$ cat config.mk
export PLATFORM = sky130hd
export DESIGN_NAME = sfif_tx_arb
export DESIGN_NICKNAME = d
export VERILOG_FILES = /design/src/rtl/sfif_pkg.sv /design/src/rtl/sfif_rr_pick.sv /design/src/rtl/sfif_tx_arb.sv
export SDC_FILE = /design/constraint.sdc
export NUM_CORES = 1
export LEC_CHECK = 0
export ABC_CLOCK_PERIOD_IN_PS = 3700
export CORE_UTILIZATION = 36
export DETAILED_ROUTE_END_ITERATION = 16
export PLACE_DENSITY_LB_ADDON = 0.2
export SLEW_MARGIN = 10
export SYNTH_ARGS = -nofsm -noshare
export SYNTH_HDL_FRONTEND = slang
export SYNTH_SLANG_ARGS = --single-unit
$ cat constraint.sdc
create_clock -name clk_125 -period 3.7 [get_ports clk_125]
set_clock_uncertainty 0.05 [all_clocks]
set_input_delay 0.74 -clock clk_125 [delete_from_list [all_inputs] [get_ports clk_125]]
set_output_delay 0.74 -clock clk_125 [all_outputs]
set_load 0.01 [all_outputs]
$ cat src/rtl/sfif_pkg.sv
// Shared types for the SFIF transmit arbiter: FSM state codes and TLP header constants.
// The state codes are visible on the sm debug port, so their values are fixed.
package sfif_pkg;

  typedef enum logic [2:0] {
    S_IDLE    = 3'd0,
    S_SELECT  = 3'd1,
    S_WAIT_CR = 3'd2,
    S_XFER    = 3'd3
  } state_t;

  // fmt/type field of a completion-with-data TLP header
  localparam logic [6:0] FMT_TYPE_CPLD = 7'b100_1010;

endpackage

$ cat src/rtl/sfif_rr_pick.sv
// Cyclic first-set finder: lowest set req index at or after ptr, wrapping. Purely combinational.
// found is low when no request is set; idx is then 0.
module sfif_rr_pick #(
  parameter int N_REQ = 2,
  parameter int IW    = 1
) (
  input  logic [N_REQ-1:0] req,
  input  logic [IW-1:0]    ptr,
  output logic [IW-1:0]    idx,
  output logic             found
);

  logic [N_REQ-1:0] rot;

  // rotate so that the requester at ptr lands on bit 0
  assign rot = N_REQ'({req, req} >> ptr);

  always_comb begin
    idx   = '0;
    found = 1'b0;
    for (int k = N_REQ - 1; k >= 0; k--) begin
      if (rot[k]) begin
        found = 1'b1;
        idx   = IW'((int'(ptr) + k) % N_REQ);
      end
    end
  end

endmodule

$ cat src/rtl/sfif_tx_arb.sv
// Round-robin, whole-TLP arbiter onto the 64b transmit path; grants gated on link credit and tag.
// Grant lands 3 cycles after a request when credit is ready; tx_rdy low stalls the beat with the mux held.
module sfif_tx_arb
  import sfif_pkg::*;
#(
  parameter int N_REQ      = 2,
  parameter int CR_TIMEOUT = 1024
) (
  input  logic                clk_125,
  input  logic                rstn,
  input  logic                enable,
  input  logic [N_REQ-1:0]    req,
  input  logic [N_REQ-1:0]    req_np,
  input  logic [4*N_REQ-1:0]  req_pd,
  input  logic [N_REQ-1:0]    req_st,
  input  logic [N_REQ-1:0]    req_end,
  input  logic [N_REQ-1:0]    req_dwen,
  input  logic [64*N_REQ-1:0] req_data,
  output logic [N_REQ-1:0]    req_rdy,
  output logic [N_REQ-1:0]    gnt,
  input  logic                credit_available,
  input  logic                tag_available,
  output logic                cp_ph,
  output logic                cp_nph,
  output logic [3:0]          cp_pd,
  input  logic                tx_rdy,
  output logic                tx64_st,
  output logic                tx64_end,
  output logic                tx64_dwen,
  output logic [63:0]         tx64_data,
  output logic                tx_val,
  output logic                skip,
  output logic                proto_err,
  output logic [2:0]          sm
);

  localparam int IW = (N_REQ > 1) ? $clog2(N_REQ) : 1;
  localparam int TW = $clog2(CR_TIMEOUT) + 1;

  state_t        state;
  logic [IW-1:0] ptr, cand, pick, cand_next;
  logic [TW-1:0] timer;
  logic          found, cand_np, first;
  logic          pick_np;
  logic [3:0]    pick_pd;
  logic          cand_req, cand_st, cand_end, cand_dwen;
  logic [63:0]   cand_data;
  logic          xfer, go, beat;

  sfif_rr_pick #(.N_REQ(N_REQ), .IW(IW)) u_pick (
    .req   (req),
    .ptr   (ptr),
    .idx   (pick),
    .found (found)
  );

  always_comb begin
    pick_np   = 1'b0;
    pick_pd   = '0;
    cand_req  = 1'b0;
    cand_st   = 1'b0;
    cand_end  = 1'b0;
    cand_dwen = 1'b0;
    cand_data = '0;
    for (int i = 0; i < N_REQ; i++) begin
      if (pick == IW'(i)) begin
        pick_np = req_np[i];
        pick_pd = req_pd[4*i +: 4];
      end
      if (cand == IW'(i)) begin
        cand_req  = req[i];
        cand_st   = req_st[i];
        cand_end  = req_end[i];
        cand_dwen = req_dwen[i];
        cand_data = req_data[64*i +: 64];
      end
    end
  end

  assign xfer      = (state == S_XFER);
  assign go        = credit_available && (!cand_np || tag_available);
  assign beat      = xfer && tx_rdy;
  assign cand_next = (int'(cand) == N_REQ - 1) ? '0 : cand + IW'(1);

  assign tx_val    = beat;
  assign req_rdy   = beat ? (N_REQ'(1) << cand) : '0;
  assign tx64_st   = xfer && cand_st;
  assign tx64_end  = xfer && cand_end;
  assign tx64_dwen = xfer && cand_dwen;
  assign tx64_data = xfer ? cand_data : '0;
  assign sm        = state;

  always_ff @(posedge clk_125 or negedge rstn) begin
    if (!rstn) begin
      state     <= S_IDLE;
      ptr       <= '0;
      cand      <= '0;
      cand_np   <= 1'b0;
      timer     <= '0;
      first     <= 1'b0;
      gnt       <= '0;
      cp_ph     <= 1'b0;
      cp_nph    <= 1'b0;
      cp_pd     <= '0;
      skip      <= 1'b0;
      proto_err <= 1'b0;
    end else begin
      skip <= 1'b0;
      case (state)
        S_IDLE: begin
          if (enable && found) begin
            cand    <= pick;
            cand_np <= pick_np;
            cp_ph   <= !pick_np;
            cp_nph  <= pick_np;
            cp_pd   <= pick_pd;
            state   <= S_SELECT;
          end
        end
        S_SELECT: begin
          timer <= '0;
          if (!enable) begin
            {cp_ph, cp_nph, cp_pd} <= '0;
            state <= S_IDLE;
          end else begin
            state <= S_WAIT_CR;
          end
        end
        S_WAIT_CR: begin
          if (!enable || go || !cand_req || timer == TW'(CR_TIMEOUT - 1)) begin
            {cp_ph, cp_nph, cp_pd} <= '0;
          end
          if (!enable || (!go && !cand_req)) begin
            state <= S_IDLE;
          end else if (go) begin
            gnt   <= N_REQ'(1) << cand;
            first <= 1'b1;
            state <= S_XFER;
          end else if (timer == TW'(CR_TIMEOUT - 1)) begin
            // starved candidate gives way so the others are not blocked behind it
            skip  <= 1'b1;
            ptr   <= cand_next;
            state <= S_IDLE;
          end else begin
            timer <= timer + TW'(1);
          end
        end
        S_XFER: begin
          if (tx_rdy) begin
            first <= 1'b0;
            // st must mark exactly the first accepted beat of the TLP
            if (first != cand_st) proto_err <= 1'b1;
            if (cand_end) begin
              gnt   <= '0;
              ptr   <= cand_next;
              state <= S_IDLE;
            end
          end
        end
        default: state <= S_IDLE;
      endcase
    end
  end

endmodule

==> reports/qor.yml <==
dpl.hpwl_um: 9970
gp_congestion: 0.873
areaGrowthSynthToFinish_pct: 85.2
cts_buffers: 3
grt_use_total_pct: 27.0
synthMuxAreaShare_pct: 27.2
cts_setup_buffers: 0
final.period_utilization_pct: 90.0
wirelength_um: 12000
cp.arrival_ns: 2.54
fin_total_pwr_mw: 2.23
ys_seq_elements: 27
holdBufCountCts: 0
cp.required_ns: 2.91
ant_nets: 0
grt_max_degree: 54
critPathKind: "flop to output pin"
drv_slew: 0
clock_path_buffers: 2
insertion_delay_ns: 0.27
critPathMaxFanout: 53
syn-num-nets: 494
slew-limit-headroom_pct: 50.0
design_area_um2: 5370
hold_ws_ns: 0.413
start_util_pct: 37.4
synth_fa_ha_area_share_pct: 2.59
die_y_um: 91.8
yosysSeqAreaShare_pct: 23.3
worstSetupEndpointType: "output pin"
synth_cells: 336
grt_first_pass_wirelength_um: 17600
vias: 3380
grt.overflow.total: 0
placed_cells: 653
h-tree-depth: 1
synth_compound_gate_area_share_pct: 13.8
nets: 714
path_clk_slew_ns: 0.10
synth_area_um2: 2900
core_area_um2: 7770
grt_pass1_vias: 3200
timing.fmax_mhz: 300
ys.flop_type: "dfrtp_1"
synth-xor-area-share_pct: 0.302
cts_tree: "yes"
io_buffers: 233
place_area_um2: 5320
drc: 0
drive_gt1_share_pct: 4.50
antenna_cells: 0
ir_worst_vdd_uv: 380
setup_viol: 0
hp-class: "flop to flop"
drtPass1Iterations: 4
synth_top_family_by_area: "multiplexers"
post_cts_resized: 0
clock_sinks: 27
ys_types: 54
viasPerCell: 5.14
die_area_um2: 8420
instances_no_fill: 657
drt-wirelength-per-cell_um: 18.3
hold_viol_final: 0
root_buffer: "clkbuf_8"
min_period_ns: 3.33
worst-slew-pin-transition_ns: 0.749
cellLeakagePower_nw: 2.30
drt-initial-drc-count: 104
grt_setup_unrepaired: "false"
die_w_um: 91.8
antenna_found_initial: 0
outcome: "finished clean"
num_rows: 32
maxCapViolCount: 0
synth_edf_count: 0
ys_warn_count: 0
setup_tns_ns: 0
ioPinCount: 235
p_per_area_nw_per_um2: 415
synth_area_per_cell_um2: 8.64
async_flop_share_pct: 100
startpoint_type: "flop"
synthSimpleGateAreaFrac_pct: 26.7
routing by layer:
metal,GRT usage [%],routed length (µm),vias to the layer above
met5,0,0,-
met4,8.85,340,0
met3,5.89,981,26
met2,47.8,5970,140
met1,32.3,4750,1579
li1,-,-,1635
worst max-delay path: stages (launching register included):
cell,delay [ns]
dfrtp_1,0.45
ha_2,0.71
buf_4,0.36
nor2b_1,0.18
clkdlybuf4s50_1,0.54
path summary, 6_finish.rpt:
check	cells past startpoint	from	endpoint	slack, ns
setup reg to reg	4	cand	cp_ph	1.24
setup / recovery	4	sm[1]	tx64_data[52]	0.37
hold reg to reg	1	proto_err	proto_err	0.41
hold / removal	1	proto_err	proto_err	0.41
min in group asynchronous	1	rstn	timer[7]	0.84
max in group asynchronous	2	rstn	cand_np	2.12
layout make-up:
type | instances | area (µm²)
Timing Repair Buffer | 240 | 2400
Clock inverter | 1 | 7.51
Multi-Input combinational cell | 267 | 2060
Tap cell | 102 | 128
Clock buffer | 3 | 41.3
Fill cell | 616 | 2390
Sequential cell | 27 | 679
Inverter | 17 | 63.8
synthesized netlist by cell type (all sizes together) (2+ instances only):
cell type | number | area (µm²)
mux2i | 74 | 741
nor2b | 68 | 425
dfrtp | 27 | 676
inv | 17 | 63.8
clkbuf | 14 | 52.6
nand2 | 12 | 45.0
nand3 | 12 | 65.1
buf | 11 | 56.3
a21oi | 7 | 46.3
and3 | 7 | 45.1
nor3 | 7 | 35.0
ha | 6 | 75.1
nand2b | 6 | 40.0
o211ai | 6 | 45.0
a21boi | 5 | 37.5
o21bai | 5 | 37.5
mux2 | 4 | 48.8
nor2 | 4 | 15.0
o21ai | 4 | 20.0
or4 | 4 | 33.8
a22o | 3 | 26.3
a31oi | 3 | 18.8
o221ai | 3 | 26.3
a41oi | 2 | 17.5
and4 | 2 | 18.8
nand4 | 2 | 12.5
o211a | 2 | 20.0
o2bb2ai | 2 | 17.5
o311ai | 2 | 17.5
cells by family (layout without fill, tap and decap cells):
kind of cell	count (synthesis)	after routing
AOI/OAI and AO/OA	52	52
xor gates and xnor gates	1	1
adders and majority gates	6	6
buffers and inverters	42	261
DFF	27	27
muxes	78	78
other	1	1
and+or+nand+nor	129	129
stage by stage:
step	utilization, %	setup WS (ns)
3_5_place_dp	68.5	0.683
4_1_cts	69.2	0.353
5_1_grt	69.2	0.210
3_3_place_gp	68.5	0.743
2_1_floorplan	-	1.37
6_report	69.2	0.372
cells in the final DEF (no fill, tap or decap), drive strengths merged, types with 7 or more instances in the layout:
cell / count
a21oi: 7
and3: 7
buf: 7
clkdlybuf4s50: 233
dfrtp: 27
inv: 17
mux2i: 74
nand2: 12
nand3: 12
nor2b: 68
nor3: 7
flip-flops by register name (all words and copies together) (netlist names):
| name | cells |
|---|---|
| cand | 1 |
| cp_pd | 4 |
| skip | 1 |
| timer | 11 |
| cp_ph | 1 |
| gnt | 2 |
| first | 1 |
| sm | 2 |
| ptr | 1 |
| proto_err | 1 |
| cand_np | 1 |
| cp_nph | 1 |
power by group:
part	internal [mW]	total, mW	switching, mW
clock network	0.0764	0.170	0.0934
registers	0.370	0.545	0.175
logic	0.894	1.52	0.622
total	1.34	2.23	0.890
(Power assumes the default switching activity.)
